### src/rtl/instr_encoder_if.sv
// Stream bundle between a field source and the RV32I instruction encoder.
// The slave modport is the encoder side; master is the field source and word sink.
interface instr_encoder_if #(
    parameter int ADDR_W = 32
) ();
    logic              in_valid;
    logic              in_ready;
    logic [2:0]        in_fmt;
    logic [6:0]        in_opcode;
    logic [4:0]        in_rd;
    logic [4:0]        in_rs1;
    logic [4:0]        in_rs2;
    logic [2:0]        in_funct3;
    logic [6:0]        in_funct7;
    logic [31:0]       in_imm;
    logic              out_valid;
    logic              out_ready;
    logic [31:0]       out_instr;
    logic [ADDR_W-1:0] out_addr;
    logic              out_err;
    logic [1:0]        out_err_code;

    modport slave (
        input  in_valid, in_fmt, in_opcode, in_rd, in_rs1, in_rs2,
               in_funct3, in_funct7, in_imm, out_ready,
        output in_ready, out_valid, out_instr, out_addr, out_err, out_err_code
    );

    modport master (
        output in_valid, in_fmt, in_opcode, in_rd, in_rs1, in_rs2,
               in_funct3, in_funct7, in_imm, out_ready,
        input  in_ready, out_valid, out_instr, out_addr, out_err, out_err_code
    );
endinterface

### src/rtl/instr_encoder.sv
// Two-stage streaming RV32I encoder: packs decoded fields into an instruction
// word, flags format/alignment/range errors and tags each word with its address.
module instr_encoder #(
    parameter int                ADDR_W     = 32,
    parameter logic [ADDR_W-1:0] RESET_ADDR = '0
) (
    input  logic              clk,
    input  logic              rst_n,
    instr_encoder_if.slave    bus,
    input  logic              addr_load,
    input  logic [ADDR_W-1:0] addr_load_val,
    output logic [7:0]        err_count
);
    typedef enum logic [2:0] {
        FMT_R = 3'd0,
        FMT_I = 3'd1,
        FMT_S = 3'd2,
        FMT_B = 3'd3,
        FMT_U = 3'd4,
        FMT_J = 3'd5
    } fmt_e;

    typedef enum logic [1:0] {
        ERR_NONE  = 2'd0,
        ERR_FMT   = 2'd1,
        ERR_RANGE = 2'd2,
        ERR_ALIGN = 2'd3
    } err_e;

    fmt_e        fmt;
    logic [31:0] imm;
    logic [31:0] enc_instr;
    err_e        enc_code;
    logic        fmt_bad;
    logic        imm_bad;
    logic        misaligned;

    logic              s1_valid_q, s1_valid_d;
    logic [31:0]       s1_instr_q, s1_instr_d;
    err_e              s1_code_q,  s1_code_d;
    logic              out_valid_q, out_valid_d;
    logic [31:0]       out_instr_q, out_instr_d;
    err_e              out_code_q,  out_code_d;
    logic [ADDR_W-1:0] addr_q, addr_d;
    logic [7:0]        err_count_q, err_count_d;

    logic accept;
    logic s2_adv;
    logic xfer;

    assign fmt = fmt_e'(bus.in_fmt);
    assign imm = bus.in_imm;

    always_comb begin
        enc_instr  = '0;
        fmt_bad    = 1'b0;
        imm_bad    = 1'b0;
        misaligned = 1'b0;
        case (fmt)
            FMT_R: enc_instr = {bus.in_funct7, bus.in_rs2, bus.in_rs1, bus.in_funct3,
                                bus.in_rd, bus.in_opcode};
            FMT_I: begin
                enc_instr = {imm[11:0], bus.in_rs1, bus.in_funct3, bus.in_rd, bus.in_opcode};
                imm_bad   = (imm[31:11] != '0) && (imm[31:11] != '1);
            end
            FMT_S: begin
                enc_instr = {imm[11:5], bus.in_rs2, bus.in_rs1, bus.in_funct3,
                             imm[4:0], bus.in_opcode};
                imm_bad   = (imm[31:11] != '0) && (imm[31:11] != '1);
            end
            FMT_B: begin
                enc_instr  = {imm[12], imm[10:5], bus.in_rs2, bus.in_rs1, bus.in_funct3,
                              imm[4:1], imm[11], bus.in_opcode};
                imm_bad    = (imm[31:12] != '0) && (imm[31:12] != '1);
                misaligned = imm[0];
            end
            FMT_U: begin
                enc_instr = {imm[31:12], bus.in_rd, bus.in_opcode};
                imm_bad   = (imm[11:0] != '0);
            end
            FMT_J: begin
                enc_instr  = {imm[20], imm[10:1], imm[11], imm[19:12], bus.in_rd, bus.in_opcode};
                imm_bad    = (imm[31:20] != '0) && (imm[31:20] != '1);
                misaligned = imm[0];
            end
            default: fmt_bad = 1'b1;
        endcase

        if (fmt_bad)         enc_code = ERR_FMT;
        else if (misaligned) enc_code = ERR_ALIGN;
        else if (imm_bad)    enc_code = ERR_RANGE;
        else                 enc_code = ERR_NONE;
    end

    // S1 may refill in the same cycle it hands its word to S2
    assign s2_adv       = !out_valid_q || bus.out_ready;
    assign bus.in_ready = !s1_valid_q || !out_valid_q || bus.out_ready;
    assign accept       = bus.in_valid && bus.in_ready;
    assign xfer         = out_valid_q && bus.out_ready;

    always_comb begin
        s1_valid_d  = s1_valid_q;
        s1_instr_d  = s1_instr_q;
        s1_code_d   = s1_code_q;
        out_valid_d = out_valid_q;
        out_instr_d = out_instr_q;
        out_code_d  = out_code_q;
        addr_d      = addr_q;
        err_count_d = err_count_q;

        if (accept) begin
            s1_valid_d = 1'b1;
            s1_instr_d = enc_instr;
            s1_code_d  = enc_code;
        end else if (s2_adv) begin
            s1_valid_d = 1'b0;
        end

        if (s2_adv) begin
            out_valid_d = s1_valid_q;
            if (s1_valid_q) begin
                out_instr_d = s1_instr_q;
                out_code_d  = s1_code_q;
            end
        end

        if (addr_load)  addr_d = addr_load_val;
        else if (xfer)  addr_d = addr_q + ADDR_W'(4);

        if (xfer && (out_code_q != ERR_NONE) && (err_count_q != 8'hFF))
            err_count_d = err_count_q + 8'd1;
    end

    always_ff @(posedge clk or negedge rst_n) begin
        if (!rst_n) begin
            s1_valid_q  <= 1'b0;
            s1_instr_q  <= '0;
            s1_code_q   <= ERR_NONE;
            out_valid_q <= 1'b0;
            out_instr_q <= '0;
            out_code_q  <= ERR_NONE;
            addr_q      <= RESET_ADDR;
            err_count_q <= '0;
        end else begin
            s1_valid_q  <= s1_valid_d;
            s1_instr_q  <= s1_instr_d;
            s1_code_q   <= s1_code_d;
            out_valid_q <= out_valid_d;
            out_instr_q <= out_instr_d;
            out_code_q  <= out_code_d;
            addr_q      <= addr_d;
            err_count_q <= err_count_d;
        end
    end

    assign bus.out_valid    = out_valid_q;
    assign bus.out_instr    = out_instr_q;
    assign bus.out_addr     = addr_q;
    assign bus.out_err      = (out_code_q != ERR_NONE);
    assign bus.out_err_code = out_code_q;
    assign err_count        = err_count_q;
endmodule
### src/flat_wrapper.sv
// flat-port wrapper written by rule: the top's interface ports become plain ports
module instr_encoder_flat 
#(
    parameter int                ADDR_W     = 32,
    parameter logic [ADDR_W-1:0] RESET_ADDR = '0
)
  (clk, rst_n, addr_load, addr_load_val, err_count, bus_in_valid, bus_in_fmt, bus_in_opcode, bus_in_rd, bus_in_rs1, bus_in_rs2, bus_in_funct3, bus_in_funct7, bus_in_imm, bus_out_ready, bus_in_ready, bus_out_valid, bus_out_instr, bus_out_addr, bus_out_err, bus_out_err_code);
  instr_encoder_if #(.ADDR_W(ADDR_W)) bus_i ();
  input  logic clk;
  input  logic rst_n;
  input  logic addr_load;
  input  logic [ADDR_W-1:0] addr_load_val;
  output logic [7:0] err_count;
  input wire logic [$bits(bus_i.in_valid)-1:0] bus_in_valid;
  input wire logic [$bits(bus_i.in_fmt)-1:0] bus_in_fmt;
  input wire logic [$bits(bus_i.in_opcode)-1:0] bus_in_opcode;
  input wire logic [$bits(bus_i.in_rd)-1:0] bus_in_rd;
  input wire logic [$bits(bus_i.in_rs1)-1:0] bus_in_rs1;
  input wire logic [$bits(bus_i.in_rs2)-1:0] bus_in_rs2;
  input wire logic [$bits(bus_i.in_funct3)-1:0] bus_in_funct3;
  input wire logic [$bits(bus_i.in_funct7)-1:0] bus_in_funct7;
  input wire logic [$bits(bus_i.in_imm)-1:0] bus_in_imm;
  input wire logic [$bits(bus_i.out_ready)-1:0] bus_out_ready;
  output wire logic [$bits(bus_i.in_ready)-1:0] bus_in_ready;
  output wire logic [$bits(bus_i.out_valid)-1:0] bus_out_valid;
  output wire logic [$bits(bus_i.out_instr)-1:0] bus_out_instr;
  output wire logic [$bits(bus_i.out_addr)-1:0] bus_out_addr;
  output wire logic [$bits(bus_i.out_err)-1:0] bus_out_err;
  output wire logic [$bits(bus_i.out_err_code)-1:0] bus_out_err_code;
  assign bus_i.in_valid = bus_in_valid;
  assign bus_i.in_fmt = bus_in_fmt;
  assign bus_i.in_opcode = bus_in_opcode;
  assign bus_i.in_rd = bus_in_rd;
  assign bus_i.in_rs1 = bus_in_rs1;
  assign bus_i.in_rs2 = bus_in_rs2;
  assign bus_i.in_funct3 = bus_in_funct3;
  assign bus_i.in_funct7 = bus_in_funct7;
  assign bus_i.in_imm = bus_in_imm;
  assign bus_i.out_ready = bus_out_ready;
  assign bus_in_ready = bus_i.in_ready;
  assign bus_out_valid = bus_i.out_valid;
  assign bus_out_instr = bus_i.out_instr;
  assign bus_out_addr = bus_i.out_addr;
  assign bus_out_err = bus_i.out_err;
  assign bus_out_err_code = bus_i.out_err_code;
  instr_encoder #(.ADDR_W(ADDR_W), .RESET_ADDR(RESET_ADDR)) u_core (.clk(clk), .rst_n(rst_n), .bus(bus_i), .addr_load(addr_load), .addr_load_val(addr_load_val), .err_count(err_count));
endmodule
### config.mk
export PLATFORM = sky130hd
export DESIGN_NAME = instr_encoder_flat
export DESIGN_NICKNAME = d
export VERILOG_FILES = /design/src/rtl/instr_encoder_if.sv /design/src/rtl/instr_encoder.sv /design/src/flat_wrapper.sv
export SDC_FILE = /design/constraint.sdc
export NUM_CORES = 1
export LEC_CHECK = 0
export CAP_MARGIN = 20
export CORE_MARGIN = 4
export CORE_UTILIZATION = 50
export DETAILED_ROUTE_END_ITERATION = 8
export PLACE_DENSITY_LB_ADDON = 0.15
export SLEW_MARGIN = 20
export SYNTH_ARGS = -nofsm -noshare
export SYNTH_HDL_FRONTEND = slang
export SYNTH_SLANG_ARGS = --single-unit
### constraint.sdc
create_clock -name clk -period 4.8 [get_ports clk]
set_clock_uncertainty 0.05 [all_clocks]
set_input_delay 0.72 -clock clk [delete_from_list [all_inputs] [get_ports clk]]
set_output_delay 0.72 -clock clk [all_outputs]
set_load 0.01 [all_outputs]
# Word-level counts from Yosys, hierarchy flattened
# Cells that the tools add are included.
[classes]
n_addsub = 2
eq_ne = 9
n_mux = 10
n_reduce_logical = 24
[ops]
columns = ["operator", "count"]
rows = [
  ["32-bit case mux with 6 select lines", 1],
  ["32-bit two-way mux", 2],
  ["32-bit by 3-bit adder with 32-bit output, second input constant", 1],
  ["12-bit nonzero test", 2],
  ["21-bit inequality test, second input constant", 1],
  ["21-bit nonzero test", 1],
  ["20-bit inequality test, second input constant", 1],
  ["20-bit nonzero test", 1],
  ["12-bit inequality test, second input constant", 1],
  ["8-bit by 1-bit adder with 8-bit output, second input constant", 1],
  ["8-bit inequality test, second input constant", 1],
  ["1-bit logical AND", 7],
  ["3-bit by 2-bit == test with 1-bit output, second input constant", 2],
  ["3-bit == test, second input constant", 2],
  ["2-bit two-way mux", 3],
  ["2-bit nonzero test", 3],
  ["6-bit OR reduction", 1],
  ["1-bit case mux with 4 select lines", 1],
  ["2-bit OR reduction", 2],
  ["3-bit by 1-bit == test with 1-bit output, second input constant", 1],
  ["3-bit logical NOT", 1],
  ["1-bit logical OR", 3],
  ["1-bit two-way mux", 3],
  ["1-bit logical NOT", 2],
  ["2-bit AND reduction", 1],
]
[totals]
reg_bits = 110
elab_cells = 53

# Longest topological paths before layout
[depth]
ltp_word = 6
ltp_mapped = 7
mapped_depth_nobuf = 6

# Worst setup path before layout
# OpenSTA, ideal clock, no wires.
[synth_path]
path_type = "input port to flip-flop"
from = "in bus_in_fmt[2]"
to = "reg u_core.s1_instr_q[27]"
setup_ns = 0.133
arrival_time_ns = 1.709
t_required_ns = 4.617
path_slack_ns = 2.908
cell_stages = 7
n_path_buf = 2
path_cell_list = "buf_2 -> buf_2 -> mux2i_1 -> nor2_1 -> a21oi_1 -> a2bb2oi_1 -> o21ai_0"
[synth_between]
elab_chain_len = 2
[synth_lines]
columns = ["item", "line_no", "text"]
rows = [
  ["start: declaration", "flat_wrapper.sv:15", "input wire logic [$bits(bus_i.in_fmt)-1:0] bus_in_fmt;"],
  ["3-bit == test, or another cell as far along", "instr_encoder.sv:59", "case (fmt)"],
  ["32-bit case mux with 6 select lines *", "instr_encoder.sv:59", ""],
  ["end signal: assignment", "instr_encoder.sv:146", "s1_instr_q <= s1_instr_d;"],
  ["end: declaration", "instr_encoder.sv:39", "logic [31:0] s1_instr_q, s1_instr_d;"],
]
# Every way passes the cells marked *; elsewhere a longest branch is shown, timed or not.
# A chain may end at the register's enable or synchronous reset.

# Final worst setup path
[layout_path]
from = "in bus_out_ready"
to = "out bus_in_ready"
[layout_between]
elab_chain_len = 1
[layout_lines]
columns = ["item", "line_no", "text"]
rows = [
  ["start: declaration", "flat_wrapper.sv:23", "input wire logic [$bits(bus_i.out_ready)-1:0] bus_out_ready;"],
  ["1-bit logical OR", "instr_encoder.sv:97", "assign bus.in_ready = !s1_valid_q || !out_valid_q || bus.out_ready;"],
  ["end: declaration", "flat_wrapper.sv:24", "output wire logic [$bits(bus_i.in_ready)-1:0] bus_in_ready;"],
]
# Every way passes these cells.

==> results.py <==
metrics = {
    "clock_tree": {
        "clock_path_buffers": 2,
        "h-tree-depth": 3,
        "clockRootBuffer": "clkbuf_8",
        "post-cts-setup-buffers": 0,
        "clock_latency_ns": 0.38,
        "cts.sinks": 110,
        "ctsResizeCount": 0,
        "numCtsBuffers": 9,
        "cts_tree": "built",
        "path_clk_slew_ns": 0.12,
        "postCtsHoldBufs": 0,
    },
    "timing": {
        "tns_ns": 0,
        "finalCriticalPeriod_ns": 3.01,
        "slew-limit-headroom": 0.367,
        "setup_violations": 0,
        "finalHoldViolCount": 0,
        "slew_violations": 0,
        "fin_hold_ws_ns": 0.412,
        "rsz0062_at_grt": "no",
        "timing.fmax_mhz": 332,
        "period_share": 0.628,
        "tightest_slew_ns": 0.950,
    },
    "die": {
        "die_h_um": 112,
        "pin_count": 181,
        "core_mm2": 0.0105,
        "die_w_um": 112,
        "dieArea_mm2": 0.0126,
        "num_rows": 37,
        "start_util": 0.520,
    },
    "critical_path": {
        "r2r_cells": 6,
        "r2r-end": "u_core.s1_code_q[1]",
        "r2r_slack_ns": 2.71,
        "path_cells": "clkdlybuf4s50_1 -> nand3b_1 -> clkdlybuf4s50_1",
        "arrival_ns": 2.24,
        "cp-startpoint": "bus_out_ready",
        "crit_path_start_kind": "primary input",
        "path_common_cell": "clkdlybuf4s50_1",
        "timing_worst_setup_path_type": "primary input to primary output",
        "crit_path_top_delay_cell": "clkdlybuf4s50_1",
        "crit_path_end_kind": "primary output",
        "slowest_delay_ns": 0.61,
        "cp_max_fo": 8,
        "r2r_start": "u_core.bus.out_valid",
        "cp_data_required_time_ns": 4.03,
    },
    "synth": {
        "ys.flop_type": "dfrtp_1",
        "synth_mux_area_frac": 0.104,
        "synth_edf_count": 0,
        "syn-num-nets": 621,
        "synth_seq_cells": 110,
        "synth_seq_area_share": 0.506,
        "async_flop_share": 1.00,
        "yosysUniqueCellTypes": 46,
        "yosys_warnings": 0,
        "synth_fa_ha_area_frac": 0.00644,
        "synthSimpleGateAreaFrac": 0.167,
        "syn_area_mm2": 0.00544,
        "synth-xor-area-share": 0.0580,
        "synth_compound_area_frac": 0.131,
        "synth_top_family_by_area": "simple AND/OR/NAND/NOR gates",
        "syn_avg_cell_area_um2": 10.6,
        "netlist_instances": 515,
    },
    "min_path": {
        "hp-class": "primary input to async pin",
    },
    "pwr": {
        "power_density_mw_per_mm2": 333,
        "fin_total_pwr_mw": 2.50,
        "leakage_nw": 3.07,
        "ir_drop_mv": 0.236,
    },
    "layout": {
        "seqCellArea_mm2": 0.00275,
        "drive_gt1_frac": 0.115,
        "multiInputGateArea_mm2": 0.00254,
        "fin_area_mm2": 0.00751,
        "area_growth_pct": 38.2,
        "fillerInstances": 799,
        "nets": 788,
        "diodes": 0,
    },
    "grt": {
        "grt_pass1_vias": 4618,
        "grt_use_total": 0.219,
        "grt_pass1_wl_um": 22900,
        "antenna_found_initial": 0,
        "grt_overflow": 0,
        "grt_max_degree": 77,
    },
    "route": {
        "drc": 0,
        "drtIter0Drc": 274,
        "drt_pass1_iterations": 5,
        "vias_per_cell": 5.54,
        "drt.antenna.violating_nets": 0,
        "wl_met2_um": 6730,
        "wl_um": 13900,
        "top_layer": "met4",
        "num_vias": 4563,
        "wl_met1_um": 6210,
        "wl_met3_um": 864,
        "route.detailed.wl_per_inst_um": 16.9,
    },
    "place": {
        "port_buffers": 180,
        "placed_area_mm2": 0.00731,
        "dp_hpwl_um": 10700,
        "place.gp.congestion": 0.911,
    },
    "outcome": {
        "outcome": "complete, no violations",
    },
    "flow_run": {
        "drv_cap": 0,
    },
}
==> registers in the layout, indices dropped and copies added (netlist names) <==
register and count:
u_core.err_count 8, u_core.bus.out_valid 1, u_core.bus.out_instr 32, u_core.s1_instr_q 32, u_core.bus.out_addr 32, u_core.s1_valid_q 1, u_core.s1_code_q 2, u_core.bus.out_err_code 2
==> how the worst max path moves through the flow <==
stage          cells after the start                     to  slack [ns]
4_1_cts                            3           bus_in_ready        1.79
3_5_place_dp                       7    u_core.s1_code_q[1]        1.68
5_1_grt                            3           bus_in_ready        1.74
3_3_place_gp                       7    u_core.s1_code_q[1]        1.78
2_1_floorplan                      7  u_core.s1_instr_q[27]        2.91
6_report                           3           bus_in_ready        1.79
==> final cells by class <==
cell class | count | share of cell area
sequential | 110 | 0.366
multi-input combinational | 372 | 0.338
timing repair buffer | 185 | 0.244
tap | 136 | 0.0226
clock buffer | 9 | 0.0165
clock inverter | 7 | 0.0112
inverter | 4 | 0.00200
==> critical path, delay by kind of cell <==
family / cells / cell delay [ns]
buffers and inverters: 2 / 1.21
AND/OR/NAND/NOR: 1 / 0.30
==> layout by cell type (no fill, tap or decap), types with 2 or more instances in the layout <==
cell               n
a31oi_1            2
nand4_4            2
dfrtp_1          110
nor2_1            18
a2bb2oi_1          7
nand2b_1           3
nor3_1            11
o21ai_1            8
clkinv_8           2
nand2_1           64
xnor2_1           22
clkdlybuf4s50_1  178
nor2b_1           10
nor3b_1            3
a22oi_1           12
a21oi_1           20
ha_1               2
and3_1             5
o21ai_0           46
nand3_1            9
inv_1              4
mux2i_1            9
nand4_1           16
inv_8              3
mux2_2            42
nor4_1             8
nor3_2             6
and4_1             5
clkbuf_8           9
xor2_1            14
a22o_1            13
buf_4              6
==> cell families (layout without fill, tap and decap cells) <==
family | count (synthesis) | count (layout)
multiplexers | 51 | 51
AO/OA/AOI/OAI | 115 | 115
adder cells (fa/ha/maj) | 3 | 3
buffers and inverters | 33 | 205
flip-flops | 110 | 110
AND/OR/NAND/NOR | 167 | 167
XOR/XNOR | 36 | 36
==> cell usage after synthesis, drive strengths merged (2+ instances only) <==
cell,count,area share
a22o,13,0.021
nor4,8,0.0092
nor3,17,0.021
buf,16,0.015
a31oi,2,0.0023
clkbuf,13,0.0090
nor2,18,0.012
and3,5,0.0058
dfrtp,110,0.51
a2bb2oi,7,0.011
inv,4,0.0028
xor2,14,0.023
a21oi,21,0.020
nand2,64,0.044
o21ai,54,0.050
ha,2,0.0046
nand4,18,0.026
nand3,11,0.013
nand2b,3,0.0035
a22oi,12,0.017
nor3b,3,0.0041
and4,7,0.012
xnor2,22,0.035
mux2,42,0.087
nor2b,10,0.012
mux2i,9,0.017
==> report_power, final <==
group	leakage (nW)	internal [mW]	switching, mW
Clock	0.105	0.212	0.356
Combinational	1.59	0.430	0.294
Sequential	1.37	1.08	0.130
==> through the flow <==
stage,instances,setup WS (ns),util
2_1_floorplan,515,2.91,-
6_report,823,1.79,0.718
5_1_grt,823,1.74,0.718
4_1_cts,823,1.79,0.718
3_5_place_dp,807,1.68,0.698
3_3_place_gp,807,1.78,0.698
==> layer usage <==
| metal | track usage | up-vias |
|---|---|---|
| met2 | 0.365 | 160 |
| met1 | 0.299 | 2207 |
| met4 | 0.0473 | 0 |
| met5 | 0 | - |
| met3 | 0.0420 | 9 |
| li1 | - | 2187 |
Note: power is estimated with default switching activity, not from simulation.
